**src/rtl/sid_mixer_pwm_pkg.sv**
```systemverilog
`default_nettype none
// ============================================================================
// Module  : sid_mixer_pwm_pkg
// Purpose : Shared widths and the mix/volume scaling helper for the SID
//           output stage (mixer, optional low-pass filter, PWM DAC).
// Ports   : none (package)
// Config  : none here; the filter option SID_MIXER_LPF_EN lives in
//           sid_mixer_pwm.
// Revision: 1.0 - initial release
// ============================================================================
package sid_mixer_pwm_pkg;

    localparam int SID_VOICE_W = 8;
    localparam int SID_PWM_W   = 8;
    localparam int SID_VOL_W   = 4;
    localparam int SID_FILT_W  = SID_PWM_W + 2;   // 8.2 fixed-point filter state

    // (a + b) * (vol + 1) >> 5. The largest product is 510 * 16 = 8160, which
    // fits in 13 bits, so after the shift the result always fits in 8 bits.
    function automatic logic [SID_PWM_W-1:0] mix_scale(
        input logic [SID_VOICE_W-1:0] a,
        input logic [SID_VOICE_W-1:0] b,
        input logic [SID_VOL_W-1:0]   vol
    );
        logic [SID_VOICE_W:0] sum;
        logic [13:0]          prod;
        sum  = {1'b0, a} + {1'b0, b};
        prod = {5'b0, sum} * {9'b0, ({1'b0, vol} + 5'd1)};
        return SID_PWM_W'(prod >> 5);
    endfunction

endpackage
`default_nettype wire

```
**src/rtl/sid_pwm_dac.sv**
```systemverilog
`default_nettype none
// ============================================================================
// Module  : sid_pwm_dac
// Purpose : 256-clock PWM frame generator. Holds the frame counter, the
//           per-frame duty register, the registered pin comparator and the
//           frame-start tick. A new duty is taken from 'sample' on the last
//           clock of each frame; 'load' flags that clock to the parent.
// Ports   : clk        in   system clock
//           rst_n      in   synchronous active-low reset
//           sample     in   duty value offered for the next frame
//           load       out  high in the cnt==255 cycle (duty latch edge)
//           pwm_out    out  registered PWM pin, high 'duty' clocks per frame
//           frame_tick out  one-cycle pulse in every cnt==0 cycle
//           duty       out  duty governing the current frame
// Revision: 1.0 - initial release
// ============================================================================
module sid_pwm_dac
    import sid_mixer_pwm_pkg::*;
(
    input  logic                 clk,
    input  logic                 rst_n,
    input  logic [SID_PWM_W-1:0] sample,
    output logic                 load,
    output logic                 pwm_out,
    output logic                 frame_tick,
    output logic [SID_PWM_W-1:0] duty
);

    logic [SID_PWM_W-1:0] r_cnt;

    assign load = (r_cnt == {SID_PWM_W{1'b1}});

    always_ff @(posedge clk) begin
        if (!rst_n) begin
            r_cnt      <= '0;
            duty       <= '0;
            pwm_out    <= 1'b0;
            frame_tick <= 1'b0;
        end else begin
            r_cnt      <= r_cnt + 1'b1;
            // The comparator sees the old duty on the latch edge, so the pin
            // is low in every cnt==0 cycle and high exactly 'duty' times.
            pwm_out    <= (r_cnt < duty);
            // Registered from the cnt==255 cycle so it lines up with cnt==0.
            frame_tick <= load;
            if (load) begin
                duty <= sample;
            end
        end
    end

endmodule
`default_nettype wire

```
**src/rtl/sid_mixer_pwm.sv**
```systemverilog
`default_nettype none
// ============================================================================
// Module  : sid_mixer_pwm
// Purpose : SID output stage. Adds voice 1 and voice 2, scales by the master
//           volume ((vol+1)/32), registers the mix every clock and drives a
//           one-bit PWM DAC whose duty is refreshed once per 256-clock frame.
// Ports   : clk        in   system clock
//           rst_n      in   synchronous active-low reset
//           voice1     in   8-bit unsigned voice 1 sample
//           voice2     in   8-bit unsigned voice 2 sample
//           volume     in   4-bit master volume (0 = 1/16, 15 = full)
//           pwm_out    out  registered PWM DAC pin
//           frame_tick out  one-cycle pulse at the start of each frame
//           duty       out  duty of the current frame (observe only)
// Config  : SID_MIXER_LPF_EN - when defined, a one-pole IIR (10-bit, 8.2
//           fixed-point) smooths the mix before it becomes the frame duty.
//           When undefined the registered mix is used directly.
// Revision: 1.0 - initial release
// ============================================================================
module sid_mixer_pwm
    import sid_mixer_pwm_pkg::*;
(
    input  logic                   clk,
    input  logic                   rst_n,
    input  logic [SID_VOICE_W-1:0] voice1,
    input  logic [SID_VOICE_W-1:0] voice2,
    input  logic [SID_VOL_W-1:0]   volume,
    output logic                   pwm_out,
    output logic                   frame_tick,
    output logic [SID_PWM_W-1:0]   duty
);

    logic [SID_PWM_W-1:0] w_mix;
    logic [SID_PWM_W-1:0] r_mix_q;
    logic [SID_PWM_W-1:0] w_sample;
    logic                 w_load;

    assign w_mix = mix_scale(voice1, voice2, volume);

    always_ff @(posedge clk) begin
        if (!rst_n) begin
            r_mix_q <= '0;
        end else begin
            r_mix_q <= w_mix;
        end
    end

`ifdef SID_MIXER_LPF_EN
    logic [SID_FILT_W-1:0]        r_filt;
    logic signed [SID_FILT_W:0]   w_err;
    logic signed [SID_FILT_W-1:0] w_step;
    logic [SID_FILT_W-1:0]        w_filt_next;

    // Error in 11-bit signed; the arithmetic shift floors, so a rising step
    // approaches the target from below and can never overshoot it.
    assign w_err       = $signed({1'b0, r_mix_q, 2'b00}) - $signed({1'b0, r_filt});
    // The filter stays within 0..1020, so the update is exact modulo 2^10.
    assign w_step      = SID_FILT_W'(w_err >>> 2);
    assign w_filt_next = r_filt + $unsigned(w_step);
    // Duty comes from the freshly updated state, not the previous one.
    assign w_sample    = w_filt_next[SID_FILT_W-1:2];

    always_ff @(posedge clk) begin
        if (!rst_n) begin
            r_filt <= '0;
        end else if (w_load) begin
            r_filt <= w_filt_next;
        end
    end
`else
    assign w_sample = r_mix_q;
`endif

    sid_pwm_dac u_dac (
        .clk        (clk),
        .rst_n      (rst_n),
        .sample     (w_sample),
        .load       (w_load),
        .pwm_out    (pwm_out),
        .frame_tick (frame_tick),
        .duty       (duty)
    );

endmodule
`default_nettype wire
```
**config.mk**
```make
export PLATFORM = sky130hd
export DESIGN_NAME = sid_mixer_pwm
export DESIGN_NICKNAME = d
export VERILOG_FILES = /design/src/rtl/sid_mixer_pwm_pkg.sv /design/src/rtl/sid_pwm_dac.sv /design/src/rtl/sid_mixer_pwm.sv
export SDC_FILE = /design/constraint.sdc
export NUM_CORES = 1
export LEC_CHECK = 0
export CAP_MARGIN = 20
export CORE_ASPECT_RATIO = 0.5
export CORE_MARGIN = 2
export CORE_UTILIZATION = 51
export DETAILED_ROUTE_END_ITERATION = 6
export GPL_TIMING_DRIVEN = 0
export PLACE_DENSITY = 0.84
export SYNTH_ARGS = -nofsm -noshare
export SYNTH_HDL_FRONTEND = slang
export SYNTH_SLANG_ARGS = --single-unit
```
**constraint.sdc**
```tcl
create_clock -name clk -period 5 [get_ports clk]
set_input_delay 0.5 -clock clk [delete_from_list [all_inputs] [get_ports clk]]
set_output_delay 0.5 -clock clk [all_outputs]
set_load 0.1 [all_outputs]
```
==> results summary <==
The arrival time of the worst setup path is approximately 5100 ps. The overall fraction of global-route tracks in use is a little under a fifth. The initial antenna violation count is 0. The achievable clock frequency is roughly 200 MHz. The post-detailed-routing wire length came out at 5870 um. The total count of max-transition violations in the final report came out at 0. The design area came out at 0.00339 mm^2. The die area is about 0.0057 mm^2. The worst setup path is launched from an input port. Counting flops with a built-in enable in the synthesized netlist gives 0. Among all flip-flop cells after synthesis, the most frequent one is sky130_fd_sc_hd__dfxtp_1. Cells with a size suffix above 1 make up ~17% of the layout. The I/O pin count is 32. The part of the power in the clock network came out at approximately 10%.

Once placement finished, the instance area stood at roughly 0.0030 mm^2. The post-synthesis instance area came out at about 0.0026 mm^2. Multiplexer cells account for approximately 3.1% of the synthesized area. The placed wire-length estimate came out at around 4200 um.

The met2 usage in global routing is approximately 38%. The category of the most critical setup path is in2reg. The net switching share of the total power came out at 41.0%. The clock edge transition at the registers on the reported setup and hold paths is around 80 ps. In this run the clock root is driven by a sky130_fd_sc_hd__clkbuf_8. The hold slack came out at around 470 ps.

The simple-gate area share of the yosys netlist came out at between 10% and 20%. The final-report hold violation count was 0. The routed layout has ~2.2k vias. Counting flops with an async set or reset pin after synthesis yields a share of 0%.

The min-delay analysis places its worst path in the category reg2reg. The power spent charging and discharging nets is between 0.4 and 0.5 mW. Counting flops and latches in the post-synthesis netlist gives 26. The number of search-and-repair iterations in the first detailed-routing pass came out at 4. In the routed design, unresolved DRC markers number 0. The total overflow reported by the global router came out at 0.

The per-cell routed wire length is ~14 um. Global routing consumed, on the met1 layer, between 20% and 30% of the routing resources. Headroom to the max-slew limit came out at between 30% and 40%. The first global-routing pass estimated just under 9000 um of wire. The max capacitance violation total is 0. The total of endpoints with negative setup slack in the final report came out at 0. For this run, the share of the core covered by cells in the final layout is approximately 69%. The number of H-tree branching levels is 1. Of the total power, registers draw a little over a fifth.

At the end of routability-driven placement, the weighted congestion stood at 0.835. Counting every net in the synthesized netlist gives about 380. The area share of fa/ha/maj cells after synthesis came out at 32.6%. The element type at the critical path end is a flop. The actual slew at the worst max-slew pin came out at between 900 and 1000 ps. The xor-xnor portion of the synthesized cell area is under 10%. The final layout contains around 430 nets. The clock skew is 1.02 ps. The synthesized netlist contains 37 unique library cells. The number of clock buffers added by TritonCTS is 3.

The layout overhead on the synthesized area came out at 30.1%. TritonCTS built the clock tree. The initial utilization of the core area, before any placement, comes to a little over half.

The number of sinks driven by the clock tree is 26. The post-placement cell count came out at 400. The share of power burned in combinational logic is slightly below 70%. The total of warnings raised by yosys came out at 0.

The number of global-route vias before repair came out at roughly 2.1k. The run finished with clean final reports. Using the TritonRoute via totals, the vias-per-cell ratio works out to 5.30.

The top-area cell type share of the netlist area came out at 20.0%. Clock latency on the worst-skew pair, taken at its later pin, is 260 ps. Sequential cells were found to cover about a fifth of the synthesized design area. Global routing used less than 1% of the available met3 tracks. After synthesis, the largest family of logic cells by area is adder cells. The die outline width came out at about 110 um. Measured along the y axis, the die boundary spans between 50 and 60 um. The number of hold buffers added after CTS is 0. The number of nets with antenna violations after detailed routing came out at 0.

The floorplan core area is just under 0.005 mm^2. After layout, the minimum clock period comes to 4930 ps. The worst path required time came out at approximately 5200 ps. The peak supply drop is around 0.14 mV. The total inserted antenna cells is 0. The pin count of the biggest net entering global routing came out at 14.

After floorplanning, the core was divided into 18 placement rows. In the finished design, the share of the clock period the worst path needs comes to between 90% and 100%. Yosys attributes the largest share of cell area to sky130_fd_sc_hd__dfxtp_1, sky130_fd_sc_hd__ha_1, sky130_fd_sc_hd__fa_1, sky130_fd_sc_hd__nor2_1, sky130_fd_sc_hd__inv_1.

Of all nets on the critical path, the largest fanout is 6. The deepest clock path buffer count came out at 2. The final-layout setup total negative slack came out at 0 ps. The power density over the cells came out at ~330 mW/mm^2. The average cell area after synthesis is just under 9 um^2.

The top cell types in the final layout, fill and taps aside, are sky130_fd_sc_hd__nor2_1, sky130_fd_sc_hd__inv_1, sky130_fd_sc_hd__clkdlybuf4s50_1, sky130_fd_sc_hd__ha_1, sky130_fd_sc_hd__dfxtp_1. In this run the static leakage power is roughly 1.4 nW. The number of input and output port buffers inserted is 31. met2 is the most crowded layer. The design internal power came out at between 0.6 and 0.7 mW.

The initial detailed-routing violation count is between 50 and 60. The library cell used most frequently in the layout, excluding fill and tap cells, is sky130_fd_sc_hd__nor2_1. Summing the areas of all compound-gate instances in the mapped netlist gives 12.2% of the synthesized area.

The number of instances in the synthesized netlist came out at 299. Of all cell types, the one taking the most synthesized area is sky130_fd_sc_hd__dfxtp_1. For this run, the number of standard cells in the final layout without fillers is approximately 420.
power groups by stage:
| stage | clock network [mW] | logic (mW) | registers [mW] |
|---|---|---|---|
| floorplan | 0 | 0.444 | 0.252 |
| global placement | 0 | 0.537 | 0.249 |
| detailed placement | 0 | 0.558 | 0.249 |
| CTS | 0.115 | 0.575 | 0.244 |
| global route | 0.123 | 0.845 | 0.247 |
| finish | 0.113 | 0.762 | 0.244 |
stage by stage:
stage               setup WS, ps  total power, mW
floorplan                    295            0.697
global placement            -430            0.786
detailed placement          -523            0.807
CTS                         1.60            0.934
global route               -89.6             1.21
finish                      74.9             1.12
sequential cells by signal (all words and copies together) (netlist names):
| register | count |
|---|---|
| r_mix_q | 8 |
| u_dac.duty | 8 |
| u_dac.frame_tick | 1 |
| u_dac.pwm_out | 1 |
| u_dac.r_cnt | 8 |
layer usage:
metal  vias to the layer above  share of wire, %
met5                         -                 0
met4                         0               2.8
met3                        17               2.7
met2                        51                53
met1                      1055                42
li1                       1087                 -
path summary, 6_finish.rpt:
kind         cells past startpoint      startpoint  slack (ps)        endpoint
min                              1  u_dac.r_cnt[0]         470  u_dac.r_cnt[0]
min reg2reg                      1  u_dac.r_cnt[0]         470  u_dac.r_cnt[0]
max                             19       voice1[1]          70      r_mix_q[4]
max reg2reg                      5  u_dac.r_cnt[3]        3330   u_dac.duty[3]
worst max-delay path, stage by stage:
cell and delay (ps):
sky130_fd_sc_hd__clkdlybuf4s50_1 440, sky130_fd_sc_hd__ha_1 310, sky130_fd_sc_hd__a21o_1 190, sky130_fd_sc_hd__a21oi_4 190, sky130_fd_sc_hd__o21bai_1 150, sky130_fd_sc_hd__a21oi_2 220, sky130_fd_sc_hd__xor2_2 250, sky130_fd_sc_hd__nor2_2 70
sky130_fd_sc_hd__fa_1 480, sky130_fd_sc_hd__fa_1 520, sky130_fd_sc_hd__inv_1 50, sky130_fd_sc_hd__fa_1 550, sky130_fd_sc_hd__inv_2 50, sky130_fd_sc_hd__ha_4 230, sky130_fd_sc_hd__o21a_1 110, sky130_fd_sc_hd__o31a_4 130
sky130_fd_sc_hd__o21a_1 200, sky130_fd_sc_hd__or3_1 290, sky130_fd_sc_hd__and3_1 160
layout make-up:
type | count | area [um^2]
buffer | 2 | 7.51
clock buffer | 3 | 41.3
fill | 345 | 1540
inverter | 41 | 154
multi-input combinational | 230 | 2160
sequential | 26 | 520
tap | 70 | 87.6
timing repair buffer | 45 | 422
cells by family (layout without fill, tap and decap cells):
logic type / after synthesis / in the layout
AND/OR/NAND/NOR: 104 / 104
adder cells (fa/ha/maj): 56 / 56
AO/OA/AOI/OAI: 43 / 43
buffers and inverters: 43 / 91
flip-flops: 26 / 26
XOR/XNOR: 19 / 19
multiplexers: 8 / 8
cells in the mapped netlist (all sizes together) (2+ instances only):
| library cell | instances |
|---|---|
| nor3 | 4 |
| dfxtp | 26 |
| fa | 20 |
| or3 | 4 |
| and3 | 4 |
| o21ai | 14 |
| mux2i | 8 |
| or2 | 5 |
| o31ai | 2 |
| a21oi | 8 |
| xnor2 | 11 |
| ha | 36 |
| inv | 41 |
| xor2 | 8 |
| o21a | 3 |
| a211oi | 3 |
| nor2 | 50 |
| nor2b | 4 |
| and2 | 3 |
| nand3 | 7 |
| o211ai | 3 |
| nand2b | 10 |
| a21o | 3 |
| nand2 | 10 |
| o31a | 2 |
| o21bai | 2 |
| nand4b | 2 |
repair_timing:
item	CTS	global route
setup buffers	2	12
pin swaps	2	35
gates resized for setup	9	35
setup endpoints to repair	4	4
Power figures use the tool's default switching activity.
